`src/rtl/norm_scaler_mc_if.sv`:
```
// AXI4-Stream style beat channel shared by the scaler's input and output ports.
// master drives the beat, slave returns the ready.
interface norm_scaler_mc_if #(
  parameter int DATA_W = 32
);
  logic              tvalid;
  logic              tready;
  logic              tlast;
  logic [DATA_W-1:0] tdata;

  modport master (output tvalid, output tdata, output tlast, input tready);
  modport slave  (input tvalid, input tdata, input tlast, output tready);
endinterface

```
`src/rtl/norm_scaler_mc.sv`:
```
// Multi-lane frame normaliser: scales every pixel by 1/norm_den using a reciprocal
// computed at frame start by a restoring divider, under ap_start/ap_done control.
module norm_scaler_mc #(
  parameter int PIX_W      = 8,
  parameter int LANES      = 4,
  parameter int FRAC_W     = 24,
  parameter int MAX_PIX    = 4096,
  parameter int FIFO_DEPTH = 16,
  localparam int CNT_W     = $clog2(MAX_PIX + 1)
) (
  input  logic             clk,
  input  logic             reset,
  input  logic             ap_start,
  output logic             ap_ready,
  output logic             ap_idle,
  output logic             ap_done,
  input  logic [CNT_W-1:0] frame_pixels,
  input  logic [PIX_W-1:0] norm_den,
  norm_scaler_mc_if.slave  s_axis,
  norm_scaler_mc_if.master m_axis,
  output logic             err_den_zero,
  output logic             err_tlast
);
  localparam int COEF_W = FRAC_W + 1;
  localparam int PROD_W = PIX_W + FRAC_W + 1;
  localparam int DATA_W = LANES * PIX_W;
  localparam int BEAT_W = $clog2(MAX_PIX / LANES + 1);
  localparam int RC_W   = $clog2(FRAC_W + 1);
  localparam int AW     = $clog2(FIFO_DEPTH);
  localparam int FC_W   = $clog2(FIFO_DEPTH + 1);
  localparam logic [COEF_W-1:0] COEF_ONE = {1'b1, {FRAC_W{1'b0}}};
  localparam logic [PROD_W-1:0] HALF     = {{(PROD_W-FRAC_W){1'b0}}, 1'b1, {(FRAC_W-1){1'b0}}};
  localparam logic [CNT_W-1:0]  MAX_C    = CNT_W'(MAX_PIX);
  localparam logic [CNT_W-1:0]  LANES_C  = CNT_W'(LANES);
  localparam logic [FC_W:0]     CREDIT   = (FC_W+1)'(FIFO_DEPTH - 1);
  localparam logic [RC_W-1:0]   RC_LAST  = RC_W'(FRAC_W);

  typedef enum logic [1:0] {IDLE = 2'd0, RECIP = 2'd1, STREAM = 2'd2, DRAIN = 2'd3} state_t;
  state_t state, state_nx;
  logic   done_nx;

  logic [PIX_W-1:0]  den;
  logic [BEAT_W-1:0] total_beats, beats_in;
  logic [RC_W-1:0]   rcnt;
  logic [PIX_W:0]    rem, rem_sh, rem_nx;
  logic [COEF_W-1:0] quo, quo_nx, coef;
  logic              ge, recip_last;

  logic              p1_valid, p1_last, p2_valid, p2_last;
  logic [PROD_W-1:0] p1_prod [LANES];
  logic [DATA_W-1:0] p2_data_nx, p2_data;

  logic [DATA_W:0]   mem [FIFO_DEPTH];
  logic [AW-1:0]     wr_ptr, rd_ptr;
  logic [FC_W-1:0]   fifo_count;
  logic [FC_W:0]     used;
  logic [CNT_W-1:0]  fp_clamp;
  logic              s_ready, accept, in_last, m_valid, push, pop;

  // Dividend is 2^FRAC_W, so only the first shifted-in bit is a one.
  assign rem_sh     = {rem[PIX_W-1:0], (rcnt == {RC_W{1'b0}})};
  assign ge         = (rem_sh >= {1'b0, den});
  assign rem_nx     = ge ? (rem_sh - {1'b0, den}) : rem_sh;
  assign quo_nx     = {quo[COEF_W-2:0], ge};
  assign recip_last = (rcnt == RC_LAST);

  assign fp_clamp = (frame_pixels > MAX_C) ? MAX_C : frame_pixels;
  assign used     = {1'b0, fifo_count} + {{FC_W{1'b0}}, p1_valid} + {{FC_W{1'b0}}, p2_valid};
  assign s_ready  = (state == STREAM) && (beats_in < total_beats) && (used <= CREDIT);
  assign accept   = s_ready & s_axis.tvalid;
  assign in_last  = (beats_in == (total_beats - {{(BEAT_W-1){1'b0}}, 1'b1}));
  assign m_valid  = (fifo_count != {FC_W{1'b0}});
  assign push     = p2_valid;
  assign pop      = m_valid & m_axis.tready;

  assign s_axis.tready = s_ready;
  assign m_axis.tvalid = m_valid;
  assign m_axis.tdata  = mem[rd_ptr][DATA_W-1:0];
  assign m_axis.tlast  = m_valid & mem[rd_ptr][DATA_W];
  assign ap_ready      = (state == IDLE);
  assign ap_idle       = (state == IDLE) && !m_valid;

  always_comb begin
    state_nx = state;
    done_nx  = 1'b0;
    case (state)
      IDLE: begin
        if (ap_start) state_nx = RECIP;
        else          state_nx = IDLE;
      end
      RECIP: begin
        if (recip_last) begin
          if (total_beats == {BEAT_W{1'b0}}) begin
            state_nx = IDLE;
            done_nx  = 1'b1;
          end else begin
            state_nx = STREAM;
          end
        end else begin
          state_nx = RECIP;
        end
      end
      STREAM: begin
        if (beats_in == total_beats) state_nx = DRAIN;
        else                         state_nx = STREAM;
      end
      DRAIN: begin
        if (pop && m_axis.tlast) begin
          state_nx = IDLE;
          done_nx  = 1'b1;
        end else begin
          state_nx = DRAIN;
        end
      end
      default: state_nx = IDLE;
    endcase
  end

  always_ff @(posedge clk) begin
    if (reset) begin
      state        <= IDLE;
      ap_done      <= 1'b0;
      den          <= {PIX_W{1'b0}};
      total_beats  <= {BEAT_W{1'b0}};
      beats_in     <= {BEAT_W{1'b0}};
      rcnt         <= {RC_W{1'b0}};
      rem          <= {(PIX_W+1){1'b0}};
      quo          <= {COEF_W{1'b0}};
      coef         <= {COEF_W{1'b0}};
      err_den_zero <= 1'b0;
      err_tlast    <= 1'b0;
    end else begin
      state   <= state_nx;
      ap_done <= done_nx;
      if ((state == IDLE) && ap_start) begin
        den          <= norm_den;
        total_beats  <= BEAT_W'(fp_clamp / LANES_C);
        beats_in     <= {BEAT_W{1'b0}};
        rcnt         <= {RC_W{1'b0}};
        rem          <= {(PIX_W+1){1'b0}};
        quo          <= {COEF_W{1'b0}};
        err_den_zero <= (norm_den == {PIX_W{1'b0}});
        err_tlast    <= 1'b0;
      end else if (state == RECIP) begin
        rcnt <= rcnt + {{(RC_W-1){1'b0}}, 1'b1};
        rem  <= rem_nx;
        quo  <= quo_nx;
        if (recip_last) coef <= (den == {PIX_W{1'b0}}) ? COEF_ONE : quo_nx;
      end
      if (accept) begin
        beats_in <= beats_in + {{(BEAT_W-1){1'b0}}, 1'b1};
        if (s_axis.tlast != in_last) err_tlast <= 1'b1;
      end
    end
  end

  // Round half up, then clamp anything that reaches 2^PIX_W.
  always_comb begin
    p2_data_nx = {DATA_W{1'b0}};
    for (int i = 0; i < LANES; i++) begin
      logic [PROD_W-1:0] rsum;
      rsum = p1_prod[i] + HALF;
      if (rsum[PROD_W-1]) p2_data_nx[i*PIX_W +: PIX_W] = {PIX_W{1'b1}};
      else                p2_data_nx[i*PIX_W +: PIX_W] = rsum[PROD_W-2:FRAC_W];
    end
  end

  always_ff @(posedge clk) begin
    if (reset) begin
      p1_valid <= 1'b0;
      p1_last  <= 1'b0;
      p2_valid <= 1'b0;
      p2_last  <= 1'b0;
      p2_data  <= {DATA_W{1'b0}};
      for (int i = 0; i < LANES; i++) p1_prod[i] <= {PROD_W{1'b0}};
    end else begin
      p1_valid <= accept;
      p2_valid <= p1_valid;
      p2_last  <= p1_last;
      p2_data  <= p2_data_nx;
      if (accept) begin
        p1_last <= in_last;
        for (int i = 0; i < LANES; i++)
          p1_prod[i] <= {{(PROD_W-PIX_W){1'b0}}, s_axis.tdata[i*PIX_W +: PIX_W]}
                      * {{(PROD_W-COEF_W){1'b0}}, coef};
      end
    end
  end

  // The credit check on s_ready guarantees a push never lands on a full FIFO.
  always_ff @(posedge clk) begin
    if (reset) begin
      wr_ptr     <= {AW{1'b0}};
      rd_ptr     <= {AW{1'b0}};
      fifo_count <= {FC_W{1'b0}};
    end else begin
      if (push) wr_ptr <= wr_ptr + {{(AW-1){1'b0}}, 1'b1};
      if (pop)  rd_ptr <= rd_ptr + {{(AW-1){1'b0}}, 1'b1};
      case ({push, pop})
        2'b10:   fifo_count <= fifo_count + {{(FC_W-1){1'b0}}, 1'b1};
        2'b01:   fifo_count <= fifo_count - {{(FC_W-1){1'b0}}, 1'b1};
        default: fifo_count <= fifo_count;
      endcase
    end
  end

  always_ff @(posedge clk) begin
    if (push) mem[wr_ptr] <= {p2_last, p2_data};
  end
endmodule

```
`src/flat_wrapper.sv`:
```
// flat-port wrapper written by rule: the top's interface ports become plain ports
module norm_scaler_mc_flat 
#(
  parameter int PIX_W      = 8,
  parameter int LANES      = 4,
  parameter int FRAC_W     = 24,
  parameter int MAX_PIX    = 4096,
  parameter int FIFO_DEPTH = 16,
  localparam int CNT_W     = $clog2(MAX_PIX + 1)
)
  (clk, reset, ap_start, ap_ready, ap_idle, ap_done, frame_pixels, norm_den, err_den_zero, err_tlast, s_axis_tvalid, s_axis_tdata, s_axis_tlast, s_axis_tready, m_axis_tvalid, m_axis_tdata, m_axis_tlast, m_axis_tready);
  norm_scaler_mc_if #(.DATA_W(32)) s_axis_i ();
  norm_scaler_mc_if #(.DATA_W(32)) m_axis_i ();
  input  logic clk;
  input  logic reset;
  input  logic ap_start;
  output logic ap_ready;
  output logic ap_idle;
  output logic ap_done;
  input  logic [CNT_W-1:0] frame_pixels;
  input  logic [PIX_W-1:0] norm_den;
  output logic err_den_zero;
  output logic err_tlast;
  input wire logic [$bits(s_axis_i.tvalid)-1:0] s_axis_tvalid;
  input wire logic [$bits(s_axis_i.tdata)-1:0] s_axis_tdata;
  input wire logic [$bits(s_axis_i.tlast)-1:0] s_axis_tlast;
  output wire logic [$bits(s_axis_i.tready)-1:0] s_axis_tready;
  output wire logic [$bits(m_axis_i.tvalid)-1:0] m_axis_tvalid;
  output wire logic [$bits(m_axis_i.tdata)-1:0] m_axis_tdata;
  output wire logic [$bits(m_axis_i.tlast)-1:0] m_axis_tlast;
  input wire logic [$bits(m_axis_i.tready)-1:0] m_axis_tready;
  assign s_axis_i.tvalid = s_axis_tvalid;
  assign s_axis_i.tdata = s_axis_tdata;
  assign s_axis_i.tlast = s_axis_tlast;
  assign s_axis_tready = s_axis_i.tready;
  assign m_axis_tvalid = m_axis_i.tvalid;
  assign m_axis_tdata = m_axis_i.tdata;
  assign m_axis_tlast = m_axis_i.tlast;
  assign m_axis_i.tready = m_axis_tready;
  norm_scaler_mc #(.PIX_W(PIX_W), .LANES(LANES), .FRAC_W(FRAC_W), .MAX_PIX(MAX_PIX), .FIFO_DEPTH(FIFO_DEPTH)) u_core (.clk(clk), .reset(reset), .ap_start(ap_start), .ap_ready(ap_ready), .ap_idle(ap_idle), .ap_done(ap_done), .frame_pixels(frame_pixels), .norm_den(norm_den), .s_axis(s_axis_i), .m_axis(m_axis_i), .err_den_zero(err_den_zero), .err_tlast(err_tlast));
endmodule
```
`config.mk`:
```
export PLATFORM = sky130hd
export DESIGN_NAME = norm_scaler_mc_flat
export DESIGN_NICKNAME = d
export VERILOG_FILES = /design/src/rtl/norm_scaler_mc_if.sv /design/src/rtl/norm_scaler_mc.sv /design/src/flat_wrapper.sv
export SDC_FILE = /design/constraint.sdc
export NUM_CORES = 2
export LEC_CHECK = 0
export CORE_UTILIZATION = 35
export DETAILED_ROUTE_END_ITERATION = 8
export PLACE_DENSITY_LB_ADDON = 0.1
export RECOVER_POWER = 100
export SLEW_MARGIN = 20
export SYNTH_ARGS = -nofsm -noshare
export SYNTH_HDL_FRONTEND = slang
export SYNTH_SLANG_ARGS = --single-unit
```
`constraint.sdc`:
```
create_clock -name clk -period 10.77 [get_ports clk]
set_input_delay 2.154 -clock clk [delete_from_list [all_inputs] [get_ports clk]]
set_output_delay 2.154 -clock clk [all_outputs]
set_load 0.03 [all_outputs]
```
==> impl_metrics.tcl <==
set metrics [dict create \
    status "finished, violations left" \
    violations "max-capacitance violations, max-slew violations" \
    path_clk_slew_ns 0.06 \
    startpoint_type "flop" \
    syn_nets 4954 \
    cp-end-kind "primary output" \
    ios 99 \
    hp-class "reg -> reg" \
    synth_edf_count 568 \
    place_ws_ns 2.488 \
    clock_sinks 718 \
    grt_max_degree 72 \
    synth-seq-cells 718 \
    crit_arrival_ns 5.92 \
    port_buffers 98 \
    synth_area_leaders "edfxtp_1 34%, fa_1 22%, and2_1 7.8%" \
    maxSlewViolCount 802 \
    die_w_um 381.5 \
    routed_via_density 4.925 \
    synth-seq-area-share_pct 39.78 \
    initial_core_util_pct 35.44 \
    relSlewSlack_pct -173.1 \
    p_per_area_mw_per_mm2 106.4 \
    worstPathMaxFanout 35 \
    yosysUniqueCellTypes 76 \
    grt_pass1_vias 32444 \
    cp.buffers_inverters 2 \
    async_flop_share_pct 0 \
    grt_pass1_wl_um 198900 \
    critical_path.top_delay_family "buffers and inverters" \
    num-nets-final 4977 \
    power_leakage_nw 23.41 \
    yosysWarnings 0 \
    crit_path_max_incr_delay_ns 2.27 \
    grt_antenna_before_repair 10 \
    cp_common_cell "mux4_2" \
    clock.fmax_ghz 0.1238 \
    layout-drive-gt1-share_pct 8.844 \
    timing.setup.tns_ns 0 \
    worst_pin_slew_ns 4.097 \
    clk_latency_ns 0.67 \
    ctsHoldBuffers 0 \
    rsz0062_at_grt "no" \
    min_period_ns 8.078 \
    clockBufferDepth 3 \
    syn_to_final_growth_pct 10.89 \
    synth_top_area_share_pct 33.83 \
    cp_slowest_cell "clkbuf_1" \
    n_antenna_cell 0 \
    cts_made_buffers 79 \
    cp.required_ns 8.62 \
    grt-ovfl-total 0 \
    drcViolationCount 0 \
    final-hold-violation-count 0 \
    first_pass_iters 5 \
    maxCapViolCount 26 \
    worstSetupPathType "reg -> out" \
    ys_dominant_reg_cell "edfxtp_1" \
    vias 29969 \
    grtUsageTotal_pct 17.82 \
    setup_slack_ns 2.692 \
    synthTopCellsByCount "631 x and2_1, 568 x edfxtp_1, 551 x fa_1" \
    netlist_area_mm2 0.05042 \
    gp_congestion 0.7573 \
    crit_chain "clkbuf_1, mux4_2, mux4_2, and2_1, dlygate4sd3_1" \
    die_h_um 381.5 \
    core-area_mm2 0.1423 \
    routed_wl_um 126800 \
    finalClockSkew_ns 0.03043 \
    dieArea_mm2 0.1456 \
    clock-root-buffer "clkbuf_16" \
    synth_cells 4107 \
    yosysTopAreaCell "edfxtp_1" \
    finalCritPeriodShare_pct 75.00 \
    avgSynthCellArea_um2 12.28 \
    rows 138 \
    synth.most_common_cell "and2_1" \
    ir_drop_uv 104.3 \
    cts_tree "done" \
    first_iter_violations 1529 \
    cts.repair.resized 0 \
    setup_viol 0 \
    postRouteAntennaNets 0 \
    cts_setup_buffers 0 \
    power_w 0.005947 \
    timing.hold.ws_ns 0.4500 \
    dp_hpwl_um 79920 \
    wl_per_cell_um 20.84 \
    nFillCells 13728 \
    h-tree-depth 3 \
]
## area by class of cell
| cell class | count | area, um^2 | area share, % |
|---|---|---|---|
| clock inverter | 34 | 384.1 | 0.6870 |
| clock buffer | 112 | 2211 | 3.954 |
| tap | 1890 | 2365 | 4.230 |
| timing repair buffer | 168 | 1383 | 2.473 |
| inverter | 511 | 1918 | 3.431 |
| sequential | 718 | 20070 | 35.90 |
| multi-input combinational | 2652 | 27580 | 49.32 |
## report_power, final
group,total [W],internal (W),switching [W]
clock network,0.00269,0.00155,0.00114
registers,0.00305,0.00301,0.0000410
logic,0.000210,0.0000651,0.000145
## flip-flops by register name (all words and copies together), names as in the netlist, 8 cells and up, named ones only
name                cells
u_core.beats_in        11
u_core.p1_prod         40
u_core.den              8
u_core.quo             24
u_core.mem            528
u_core.coef            25
u_core.p2_data         32
u_core.rem              8
u_core.total_beats     11
## layout by cell type, fill, tap and decap left out, types with 11 or more instances in the layout
cell	n
or3_1	11
nor2_1	127
a211oi_1	18
clkdlybuf4s50_1	52
nand3_1	58
clkbuf_1	45
inv_1	511
xor2_1	64
nand3b_1	12
nand4_1	17
a21oi_1	142
clkbuf_8	11
dlygate4sd3_1	38
a31oi_1	14
edfxtp_1	568
dfxtp_1	145
mux4_2	165
buf_4	48
ha_1	237
a21o_1	30
clkbuf_16	79
nor3_1	21
and3_1	29
xnor2_1	37
nand2_1	300
and2_1	615
a22oi_1	25
fa_1	551
o21ai_0	40
## stage by stage
| step | instance area (um^2) | instances | util [%] |
|---|---|---|---|
| floorplan | 50420 | 4107 | - |
| global placement | 53450 | 5938 | 37.57 |
| detailed placement | 53430 | 5938 | 37.56 |
| CTS | 56030 | 6084 | 39.38 |
| global route | 55910 | 6085 | 39.30 |
| finish | 55910 | 6085 | 39.30 |
## worst paths after layout
check | from | end | slack [ns] | depth (start not counted)
hold / removal | u_core.err_tlast | u_core.err_tlast | 0.45 | 2
setup reg to reg | u_core.coef[2] | u_core.p1_prod[0][65] | 5.01 | 18
hold reg to reg | u_core.err_tlast | u_core.err_tlast | 0.45 | 2
setup / recovery | flop | m_axis_tlast | 2.69 | 5
## per-layer routing
metal,routed length [um],track usage [%]
met5,0,0
met4,1648,3.215
met3,4011,2.058
met2,61820,30.37
met1,59320,24.60
## worst register-to-register path, delay by kind of cell (launching register included)
family | cells | cell delay (ns)
AO/OA/AOI/OAI | 8 | 1.87
AND/OR/NAND/NOR | 2 | 0.26
adder cells (fa/ha/maj) | 5 | 2.15
buffers and inverters | 3 | 0.46
flip-flops | 1 | 0.68
## cell families after synthesis
family                     after synthesis  synth area share [%]
AOI/OAI and AO/OA                      335                 4.226
xor gates and xnor gates               101                 1.754
adders and majority gates              788                 27.76
buffers and inverters                  737                 5.539
DFF                                    718                 39.78
muxes                                  172                 7.512
and+or+nand+nor                       1256                 13.43
(Power assumes the default switching activity.)
